**config.mk**
```make
export PLATFORM = sky130hd
export DESIGN_NAME = soc_rst_ctrl_flat
export DESIGN_NICKNAME = d
export VERILOG_FILES = /design/src/rtl/soc_rst_pkg.sv /design/src/rtl/soc_rst_ctrl_if.sv /design/src/rtl/soc_rst_ctrl_sync.sv /design/src/rtl/soc_rst_ctrl.sv /design/src/flat_wrapper.sv
export SDC_FILE = /design/constraint.sdc
export NUM_CORES = 1
export LEC_CHECK = 0
export BUFFER_PORTS_ARGS = -buffer_cell sky130_fd_sc_hd__buf_2
export CAP_MARGIN = 20
export CORE_MARGIN = 3
export CORE_UTILIZATION = 50
export DETAILED_ROUTE_END_ITERATION = 7
export PLACE_DENSITY_LB_ADDON = 0.15
export SETUP_SLACK_MARGIN = 0.1
export SLEW_MARGIN = 40
export SYNTH_ARGS = -nofsm -noshare
export SYNTH_HDL_FRONTEND = slang
export SYNTH_HIERARCHICAL = 1
export SYNTH_SLANG_ARGS = --single-unit
export TNS_END_PERCENT = 20
```
**constraint.sdc**
```tcl
create_clock -name clk -period 2.2 [get_ports clk]
set_input_delay 0.11 -clock clk [delete_from_list [all_inputs] [get_ports clk]]
set_output_delay 0.11 -clock clk [all_outputs]
set_load 0.01 [all_outputs]
```
**src/rtl/soc_rst_pkg.sv**
```systemverilog
// Shared types and constants for the SoC reset sequencer and run watchdog.
package soc_rst_pkg;

  typedef enum logic [2:0] {
    SYNC    = 3'd0,
    HOLD    = 3'd1,
    RELEASE = 3'd2,
    RUN     = 3'd3,
    DONE    = 3'd4
  } state_e;

  localparam int DEF_NUM_RST        = 4;
  localparam int DEF_SYNC_STAGES    = 2;
  localparam int DEF_HOLD_CYCLES    = 2;
  localparam int DEF_STAGGER_CYCLES = 4;
  localparam int DEF_TIMEOUT_CYCLES = 60;
  localparam int DEF_CNT_W          = 32;

  // A 1-bit field is still needed when only one value is possible.
  function automatic int clog2_min1(input int v);
    return (v <= 1) ? 1 : $clog2(v);
  endfunction

  function automatic int max2(input int a, input int b);
    return (a > b) ? a : b;
  endfunction

endpackage

```
**src/rtl/soc_rst_ctrl_if.sv**
```systemverilog
// Request/status bundle between the reset sequencer and the rest of the SoC.
interface soc_rst_ctrl_if
  import soc_rst_pkg::*;
#(
  parameter int NUM_RST = DEF_NUM_RST,
  parameter int CNT_W   = DEF_CNT_W
);
  // Handshake: sw_rst_req and done_req are single-cycle pulses with no ready;
  // each is acted on at the rising clk edge that samples it high.
  logic               sw_rst_req;
  logic               done_req;
  logic [NUM_RST-1:0] rst_n_o;
  logic               all_rel_o;
  logic               done_o;
  logic               timeout_o;
  logic [CNT_W-1:0]   cycle_cnt_o;
  state_e             state_o;

  modport master (
    output sw_rst_req, done_req,
    input  rst_n_o, all_rel_o, done_o, timeout_o, cycle_cnt_o, state_o
  );

  modport slave (
    input  sw_rst_req, done_req,
    output rst_n_o, all_rel_o, done_o, timeout_o, cycle_cnt_o, state_o
  );
endinterface

```
**src/rtl/soc_rst_ctrl_sync.sv**
```systemverilog
// Async-assert / sync-deassert reset synchronizer for the board reset.
module rst_sync #(
  parameter int STAGES = 2
) (
  input  logic clk,
  input  logic rstn,
  output logic rst_n_sync_o
);
  logic [STAGES-1:0] sync_q;

  always_ff @(posedge clk or negedge rstn) begin
    if (!rstn) sync_q <= '0;
    else       sync_q <= {sync_q[STAGES-2:0], 1'b1};
  end

  assign rst_n_sync_o = sync_q[STAGES-1];
endmodule

```
**src/rtl/soc_rst_ctrl.sv**
```systemverilog
// Reset sequencer: synchronizes board reset, holds, staggers domain releases,
// then runs a cycle watchdog until done_req, timeout or warm reset.
module soc_rst_ctrl
  import soc_rst_pkg::*;
#(
  parameter int NUM_RST        = DEF_NUM_RST,
  parameter int SYNC_STAGES    = DEF_SYNC_STAGES,
  parameter int HOLD_CYCLES    = DEF_HOLD_CYCLES,
  parameter int STAGGER_CYCLES = DEF_STAGGER_CYCLES,
  parameter int TIMEOUT_CYCLES = DEF_TIMEOUT_CYCLES,
  parameter int CNT_W          = DEF_CNT_W
) (
  input  logic           clk,
  input  logic           rstn,
  soc_rst_ctrl_if.slave  bus
);
  localparam int TMR_W = clog2_min1(max2(HOLD_CYCLES, STAGGER_CYCLES));
  localparam int IDX_W = clog2_min1(NUM_RST);
  localparam logic [TMR_W-1:0] HOLD_LAST = TMR_W'(HOLD_CYCLES - 1);
  localparam logic [TMR_W-1:0] STAG_LAST = TMR_W'(STAGGER_CYCLES - 1);
  localparam logic [IDX_W-1:0] IDX_LAST  = IDX_W'(NUM_RST - 1);
  localparam logic [CNT_W-1:0] TMO_LAST  = CNT_W'(TIMEOUT_CYCLES - 1);

  state_e             state_q, state_d;
  logic [TMR_W-1:0]   tmr_q, tmr_d;
  logic [IDX_W-1:0]   idx_q, idx_d;
  logic [NUM_RST-1:0] rst_n_q, rst_n_d;
  logic [CNT_W-1:0]   cyc_q, cyc_d;
  logic               done_q, done_d;
  logic               tmo_q, tmo_d;
  logic               sync_rel;

  rst_sync #(.STAGES(SYNC_STAGES)) u_sync (
    .clk          (clk),
    .rstn         (rstn),
    .rst_n_sync_o (sync_rel)
  );

  always_ff @(posedge clk or negedge rstn) begin
    if (!rstn) begin
      state_q <= SYNC;
      tmr_q   <= '0;
      idx_q   <= '0;
      rst_n_q <= '0;
      cyc_q   <= '0;
      done_q  <= 1'b0;
      tmo_q   <= 1'b0;
    end else begin
      state_q <= state_d;
      tmr_q   <= tmr_d;
      idx_q   <= idx_d;
      rst_n_q <= rst_n_d;
      cyc_q   <= cyc_d;
      done_q  <= done_d;
      tmo_q   <= tmo_d;
    end
  end

  always_comb begin
    state_d = state_q;
    tmr_d   = tmr_q;
    idx_d   = idx_q;
    rst_n_d = rst_n_q;
    cyc_d   = cyc_q;
    done_d  = done_q;
    tmo_d   = tmo_q;
    case (state_q)
      SYNC: begin
        if (sync_rel) begin
          state_d = HOLD;
          tmr_d   = '0;
        end
      end
      HOLD: begin
        if (tmr_q == HOLD_LAST) begin
          state_d    = RELEASE;
          tmr_d      = '0;
          idx_d      = '0;
          rst_n_d    = '0;
          rst_n_d[0] = 1'b1;
        end else begin
          tmr_d = tmr_q + TMR_W'(1);
        end
      end
      RELEASE: begin
        // Released bits are a contiguous run from bit 0, so shifting in a 1 frees the next domain.
        if (idx_q == IDX_LAST) begin
          state_d = RUN;
        end else if (tmr_q == STAG_LAST) begin
          tmr_d   = '0;
          idx_d   = idx_q + IDX_W'(1);
          rst_n_d = NUM_RST'({rst_n_q, 1'b1});
        end else begin
          tmr_d = tmr_q + TMR_W'(1);
        end
      end
      RUN: begin
        if (bus.done_req) begin
          done_d  = 1'b1;
          state_d = DONE;
        end else if ((TIMEOUT_CYCLES != 0) && (cyc_q == TMO_LAST)) begin
          tmo_d   = 1'b1;
          state_d = DONE;
        end else if (cyc_q != '1) begin
          cyc_d = cyc_q + CNT_W'(1);
        end
      end
      DONE:    state_d = DONE;
      default: state_d = SYNC;
    endcase

    // Warm reset overrides any other event this cycle and skips the synchronizer.
    if (bus.sw_rst_req && (state_q inside {HOLD, RELEASE, RUN})) begin
      state_d = HOLD;
      tmr_d   = '0;
      idx_d   = '0;
      rst_n_d = '0;
      cyc_d   = '0;
      done_d  = done_q;
      tmo_d   = tmo_q;
    end
  end

  assign bus.rst_n_o     = rst_n_q;
  assign bus.all_rel_o   = (state_q == RUN);
  assign bus.done_o      = done_q;
  assign bus.timeout_o   = tmo_q;
  assign bus.cycle_cnt_o = cyc_q;
  assign bus.state_o     = state_q;
endmodule
```
**src/flat_wrapper.sv**
```systemverilog
// flat-port wrapper written by rule: the top's interface ports become plain ports
module soc_rst_ctrl_flat import soc_rst_pkg::*;
#(
  parameter int NUM_RST        = DEF_NUM_RST,
  parameter int SYNC_STAGES    = DEF_SYNC_STAGES,
  parameter int HOLD_CYCLES    = DEF_HOLD_CYCLES,
  parameter int STAGGER_CYCLES = DEF_STAGGER_CYCLES,
  parameter int TIMEOUT_CYCLES = DEF_TIMEOUT_CYCLES,
  parameter int CNT_W          = DEF_CNT_W
)
  (clk, rstn, bus_sw_rst_req, bus_done_req, bus_rst_n_o, bus_all_rel_o, bus_done_o, bus_timeout_o, bus_cycle_cnt_o, bus_state_o);
  soc_rst_ctrl_if #(.NUM_RST(NUM_RST), .CNT_W(CNT_W)) bus_i ();
  input  logic clk;
  input  logic rstn;
  input wire logic [$bits(bus_i.sw_rst_req)-1:0] bus_sw_rst_req;
  input wire logic [$bits(bus_i.done_req)-1:0] bus_done_req;
  output wire logic [$bits(bus_i.rst_n_o)-1:0] bus_rst_n_o;
  output wire logic [$bits(bus_i.all_rel_o)-1:0] bus_all_rel_o;
  output wire logic [$bits(bus_i.done_o)-1:0] bus_done_o;
  output wire logic [$bits(bus_i.timeout_o)-1:0] bus_timeout_o;
  output wire logic [$bits(bus_i.cycle_cnt_o)-1:0] bus_cycle_cnt_o;
  output wire logic [$bits(bus_i.state_o)-1:0] bus_state_o;
  assign bus_i.sw_rst_req = bus_sw_rst_req;
  assign bus_i.done_req = bus_done_req;
  assign bus_rst_n_o = bus_i.rst_n_o;
  assign bus_all_rel_o = bus_i.all_rel_o;
  assign bus_done_o = bus_i.done_o;
  assign bus_timeout_o = bus_i.timeout_o;
  assign bus_cycle_cnt_o = bus_i.cycle_cnt_o;
  assign bus_state_o = bus_i.state_o;
  soc_rst_ctrl #(.NUM_RST(NUM_RST), .SYNC_STAGES(SYNC_STAGES), .HOLD_CYCLES(HOLD_CYCLES), .STAGGER_CYCLES(STAGGER_CYCLES), .TIMEOUT_CYCLES(TIMEOUT_CYCLES), .CNT_W(CNT_W)) u_core (.clk(clk), .rstn(rstn), .bus(bus_i));
endmodule
```
=== After elaboration in Yosys (flattened, before gate mapping) ===
Index checks and enable logic that the tools add are counted.

* Input port bits: 4
* Logic and storage cells: 71
* Flip-flop bits (word level): 47

* Bitwise operators: 2
* Reductions and logical operators: 13
* Equal/unequal tests: 17
* Multiplexer cells: 28
* $add $sub $neg: 3

{| class="wikitable"
|+ Operator list
! operator !! count
|-
| $mux W32 || 5
|-
| $add A32 B1 Y32 const B || 1
|-
| $eq A32 B6 Y1 const B || 1
|-
| $ne A32 B32 Y1 const B || 1
|-
| $mux W2 || 9
|-
| $mux W3 || 6
|-
| $mux W4 || 4
|-
| $reduce_and A4 Y1 || 4
|-
| $pmux W3 S5 || 1
|-
| $ne A3 B2 Y1 const B || 4
|-
| $pmux W4 S2 || 1
|-
| $eq A3 B2 Y1 const B || 2
|-
| $pmux W2 S3 || 1
|-
| $reduce_and A3 Y1 || 2
|-
| $reduce_bool A3 Y1 || 2
|-
| $add A2 B1 Y2 const B || 2
|-
| $eq A2 B2 Y1 const B || 2
|-
| $ne A4 B2 Y1 const B || 1
|-
| $pmux W2 S2 || 1
|-
| $reduce_bool A2 Y1 || 2
|-
| $reduce_bool A4 Y1 || 1
|-
| $eq A3 B1 Y1 const B || 1
|-
| $eq A3 B3 Y1 const B || 1
|-
| $logic_not A3 Y1 || 1
|-
| other kinds (6) || 7
|}

=== Logic depth before layout (Yosys ltp) ===
* Word-level depth: 6
* Gate-level depth with buffers: 8

=== Hierarchy ===
Netlist, hierarchy kept.

{| class="wikitable"
|+ By module, submodules not included
! module !! instances !! sequential area each (sq um) !! area each (sq um) !! cells an instance
|-
| soc_rst_ctrl || 1 || 1126.1 || 2665.1 || 304
|-
| rst_sync || 1 || 50.0 || 53.8 || 3
|}

=== Worst setup path after synthesis ===
No wires, ideal clock.

* Path type: reg2reg
* Start point: register u_core.cyc_q[0] (netlist: u_core/bus.cycle_cnt_o[0])
* End point: register u_core.cyc_q[28] (netlist: u_core/bus.cycle_cnt_o[28])
* Setup time: 78 ps
* Setup slack: 146 ps
* Data arrival time: 1976 ps
* Path buffers: 1
* Period minus slack after synthesis: 2054 ps
* Stages on the path, launching flop included: 8
* Path through: dfrtp_1 > ha_1 > nand3_1 > nand4b_1 > o21ai_1 > buf_4 > or4_1 > a21oi_1

* Longest elaborated chain between the ends: 6
* Elaborated cells between the ends (all ways): 11
* Classes of those cells: add/sub (1); eq/ne (3); mux (5); reduce/logical (2)

{| class="wikitable"
|+ Ends and longest elaborated chain
! what !! line !! RTL
|-
| start, declared || soc_rst_ctrl.sv:28 || <nowiki>logic [CNT_W-1:0] cyc_q, cyc_d;</nowiki>
|-
| start signal, assigned || soc_rst_ctrl.sv:53 || <nowiki>cyc_q <= cyc_d;</nowiki>
|-
| $add A32 B1 Y32 || soc_rst_ctrl.sv:105 || <nowiki>cyc_d = cyc_q + CNT_W'(1);</nowiki>
|-
| $mux W32 || soc_rst_ctrl.sv:104 || <nowiki>end else if (cyc_q != '1) begin</nowiki>
|-
| $mux W32 || soc_rst_ctrl.sv:101 || <nowiki>end else if ((TIMEOUT_CYCLES != 0) && (cyc_q == TMO_LAST)) begin</nowiki>
|-
| $mux W32 || soc_rst_ctrl.sv:98 || <nowiki>if (bus.done_req) begin</nowiki>
|-
| $mux W32 || soc_rst_ctrl.sv:67 || <nowiki>case (state_q)</nowiki>
|-
| $mux W32 || soc_rst_ctrl.sv:113 || <nowiki>if (bus.sw_rst_req && (state_q inside {HOLD, RELEASE, RUN})) begin</nowiki>
|}

Parallel ways exist; a longest one is shown, timed or not. The select of a mux whose other input is x is not followed.
A chain may end at the register's enable or synchronous reset.

=== Final worst setup path ===
* Start point: register u_core.cyc_q[2] (netlist: u_core/bus.cycle_cnt_o[2])
* End point: register u_core.cyc_q[21] (netlist: u_core/bus.cycle_cnt_o[21])

The elaborated chain is that of the path after synthesis.

==> flow_metrics.tcl <==
set metrics [dict create \
    place.gp.congestion 0.861 \
    grt_pass1_vias 2447 \
    via_per_inst 6.03 \
    ys_ff_latch 47 \
    utilization 0.639 \
    synthFlopType "dfrtp_1" \
    area_growth_pct 21.5 \
    crit_fanout 14 \
    comb_power_share 0.307 \
    grt_first_pass_wirelength_mm 11.6 \
    yosysWarningCount 6 \
    track_usage 0.227 \
    totalWireLength_mm 6.81 \
    cts_buffers 5 \
    first_pass_iters 4 \
    period_minus_slack_ps 2080 \
    synthCells 307 \
    setup_viol 0 \
    cts_root_buf "clkbuf_8" \
    p_int_mw 1.56 \
    nets 375 \
    p_leak_nw 1.47 \
    cts_tree "yes" \
    drt_iter0_markers 195 \
    coreArea_um2 5170 \
    syn-num-nets 316 \
    die_h_um 79.7 \
    cpPeakStageDelay_ps 640 \
    rsz0062_at_grt "yes" \
    synth.area.top_cells "dfrtp_1 43%, a21oi_1 5.0%, o31ai_1 4.7%, or4_1 4.7%, o21ai_0 3.9%" \
    stdcell_area_um2 3300 \
    start_util 0.526 \
    grt_max_degree 48 \
    cap_violations 0 \
    synth.avg_cell_area_um2 8.86 \
    power_switching_mw 0.788 \
    tns_ps 0 \
    synth_cell_type_count 51 \
    end_kind "register" \
    worstHoldPathType "in -> reg" \
    ys_seq_area_frac 0.433 \
    cpMaxStageDelayCell "or4_4" \
    drt.antenna.violating_nets 0 \
    status "completed" \
    clock_latency_ps 300 \
    finalNonFillerCells 437 \
    slew_viol_final 0 \
    synth-edff-count 0 \
    synth_top_area_share 0.433 \
    hold_viol_final 0 \
    crit_chain "nand4_2, or4_4, or4_1, a21oi_1" \
    path_clk_slew_ps 80 \
    portBuffers 45 \
    start_kind "register" \
    layout-drive-gt1-share 0.232 \
    period_share 0.944 \
    dpl_cell_area_um2 3150 \
    max-vdd-ir-drop_v 0.000505 \
    grt_antenna_before_repair 0 \
    crit_required_ps 2430 \
    hold_slack_ps 60.8 \
    hpwl_mm 4.78 \
    worst_slack_ps 122 \
    power_mw 2.35 \
    critPathBufInv 0 \
    die_x_um 79.7 \
    yosysTopAreaCell "dfrtp_1" \
    htree_levels 2 \
    num_rows 26 \
    crit_family "simple AND/OR/NAND/NOR gates" \
    critical_path_class "reg -> reg" \
    power_frac_seq 0.410 \
    gr-total-overflow 0 \
    die_area_um2 6360 \
    syn_area_um2 2720 \
    clock_sinks 47 \
    clkPwrFrac 0.283 \
    num_antenna_cells 0 \
    io_pins 46 \
    wl_per_cell_um 15.6 \
    swShare 0.336 \
    place_ws_ps 159 \
    worstPathArrival_ps 2310 \
    max_freq_mhz 481 \
    drc 0 \
    power.density_nw_per_um2 710 \
    regArea_um2 1180 \
    multiInputGateArea_um2 1450 \
    dp_cells 426 \
    fill_cells 479 \
    vias 2634 \
    skew_ps 6.85 \
    async_flop_share 1.00 \
    clk_path_buf_depth 2 \
]
[final timing paths]
kind | startpoint | endpoint | slack [ps] | cells past startpoint
worst max-delay path | u_core/bus.cycle_cnt_o[2]$_DFFE_PN0P_ | u_core/bus.cycle_cnt_o[21]$_DFFE_PN0P_ | 120 | 4
min in group asynchronous | rstn | u_core/bus.rst_n_o[3]$_DFFE_PN0P_ | 310 | 3
worst min register to register | u_core/u_sync/sync_q[0]$_DFF_PN0_ | u_core/u_sync/sync_q[1]$_DFF_PN0_ | 360 | 0
worst max register to register | u_core/bus.cycle_cnt_o[2]$_DFFE_PN0P_ | u_core/bus.cycle_cnt_o[21]$_DFFE_PN0P_ | 120 | 4
worst min-delay path | bus_done_req | u_core/bus.timeout_o$_DFFE_PN0P_ | 60 | 2
max in group asynchronous | rstn | u_core/bus.cycle_cnt_o[3]$_DFFE_PN0P_ | 1650 | 3
[metal layers]
metal / wire, µm / global-route usage / up-vias
met5: 0 / 0 / -
met1: 3250 / 0.324 / 1269
li1: - / - / 1299
met2: 3170 / 0.349 / 58
met3: 303 / 0.0418 / 8
met4: 87 / 0.0760 / 0
[area by class of cell]
cell class | count | share of cell area
clock buffer | 6 | 0.0250
timing repair buffer | 69 | 0.135
inverter | 7 | 0.00795
sequential | 47 | 0.356
tap | 70 | 0.0265
clock inverter | 2 | 0.0106
multi-input combinational | 236 | 0.439
[power by group through the flow]
stage	clock network, mW	registers [mW]	logic (mW)
4_1_cts	0.682	0.962	0.719
5_1_grt	0.718	0.973	0.800
3_5_place_dp	0	0.979	0.713
2_1_floorplan	0	1.03	0.399
3_3_place_gp	0	0.979	0.702
6_report	0.664	0.961	0.720
[cell usage in the layout (no fill, tap or decap), types with 2 or more instances in the layout]
master and count:
a41o_1 3, ha_1 5, nand4_1 13, nor4_1 11
dfrtp_1 46, and4_1 4, clkbuf_8 6, nor3_2 2
o21ai_0 21, buf_2 45, buf_12 3, nor3_1 4
mux2i_1 3, xor2_1 2, or3_1 8, inv_1 7
nand3_1 19, buf_4 20, o21a_1 3, nand2_1 25
nor2_1 20, or4_1 17, a21oi_1 27, o31ai_1 17
nand2b_1 5
[cells by family after synthesis]
family | after synthesis | share of synthesized area
multiplexers | 3 | 0.0110
AND/OR/NAND/NOR | 142 | 0.297
flip-flops | 47 | 0.433
XOR/XNOR | 2 | 0.00644
other | 1 | 0.00138
AO/OA/AOI/OAI | 83 | 0.188
adder cells (fa/ha/maj) | 5 | 0.0230
buffers and inverters | 24 | 0.0405
[worst reg2reg max path, cell delays in order (launching register included)]
cell and delay (ps):
dfrtp_1 480, nand4_2 250, or4_4 640, or4_1 500, a21oi_1 150
[sequential cells by signal, summed over array words and instances (netlist names)]
register and count:
u_core/bus.cycle_cnt_o 32, u_core/bus.rst_n_o 4, u_core/bus.state_o 3, u_core/idx_q 2, u_core/tmr_q 2, u_core/u_sync/sync_q 2, u_core/bus.done_o 1, u_core/bus.timeout_o 1
[cell usage after synthesis, drive strengths merged, types with 2 or more instances]
master / n
ha: 5
o31ai: 17
a21oi: 27
nor4: 12
o21ai: 22
nor2: 20
nor3b: 2
a41o: 3
buf: 8
nor3: 6
or4: 18
and4: 4
inv: 7
nand2: 25
nand3: 19
nand4: 14
o21a: 3
mux2i: 3
dfrtp: 47
clkbuf: 9
or3: 8
xor2: 2
nand2b: 5
[timing repair]
| item | in CTS | in global routing |
|---|---|---|
| resized for setup | 0 | 3 |
| endpoints found under the hold margin | 47 | 0 |
| setup buffers | 0 | 2 |
| hold buffers | 1 | 0 |
| setup endpoints to repair | 0 | 27 |
Power figures use the tool's default switching activity.
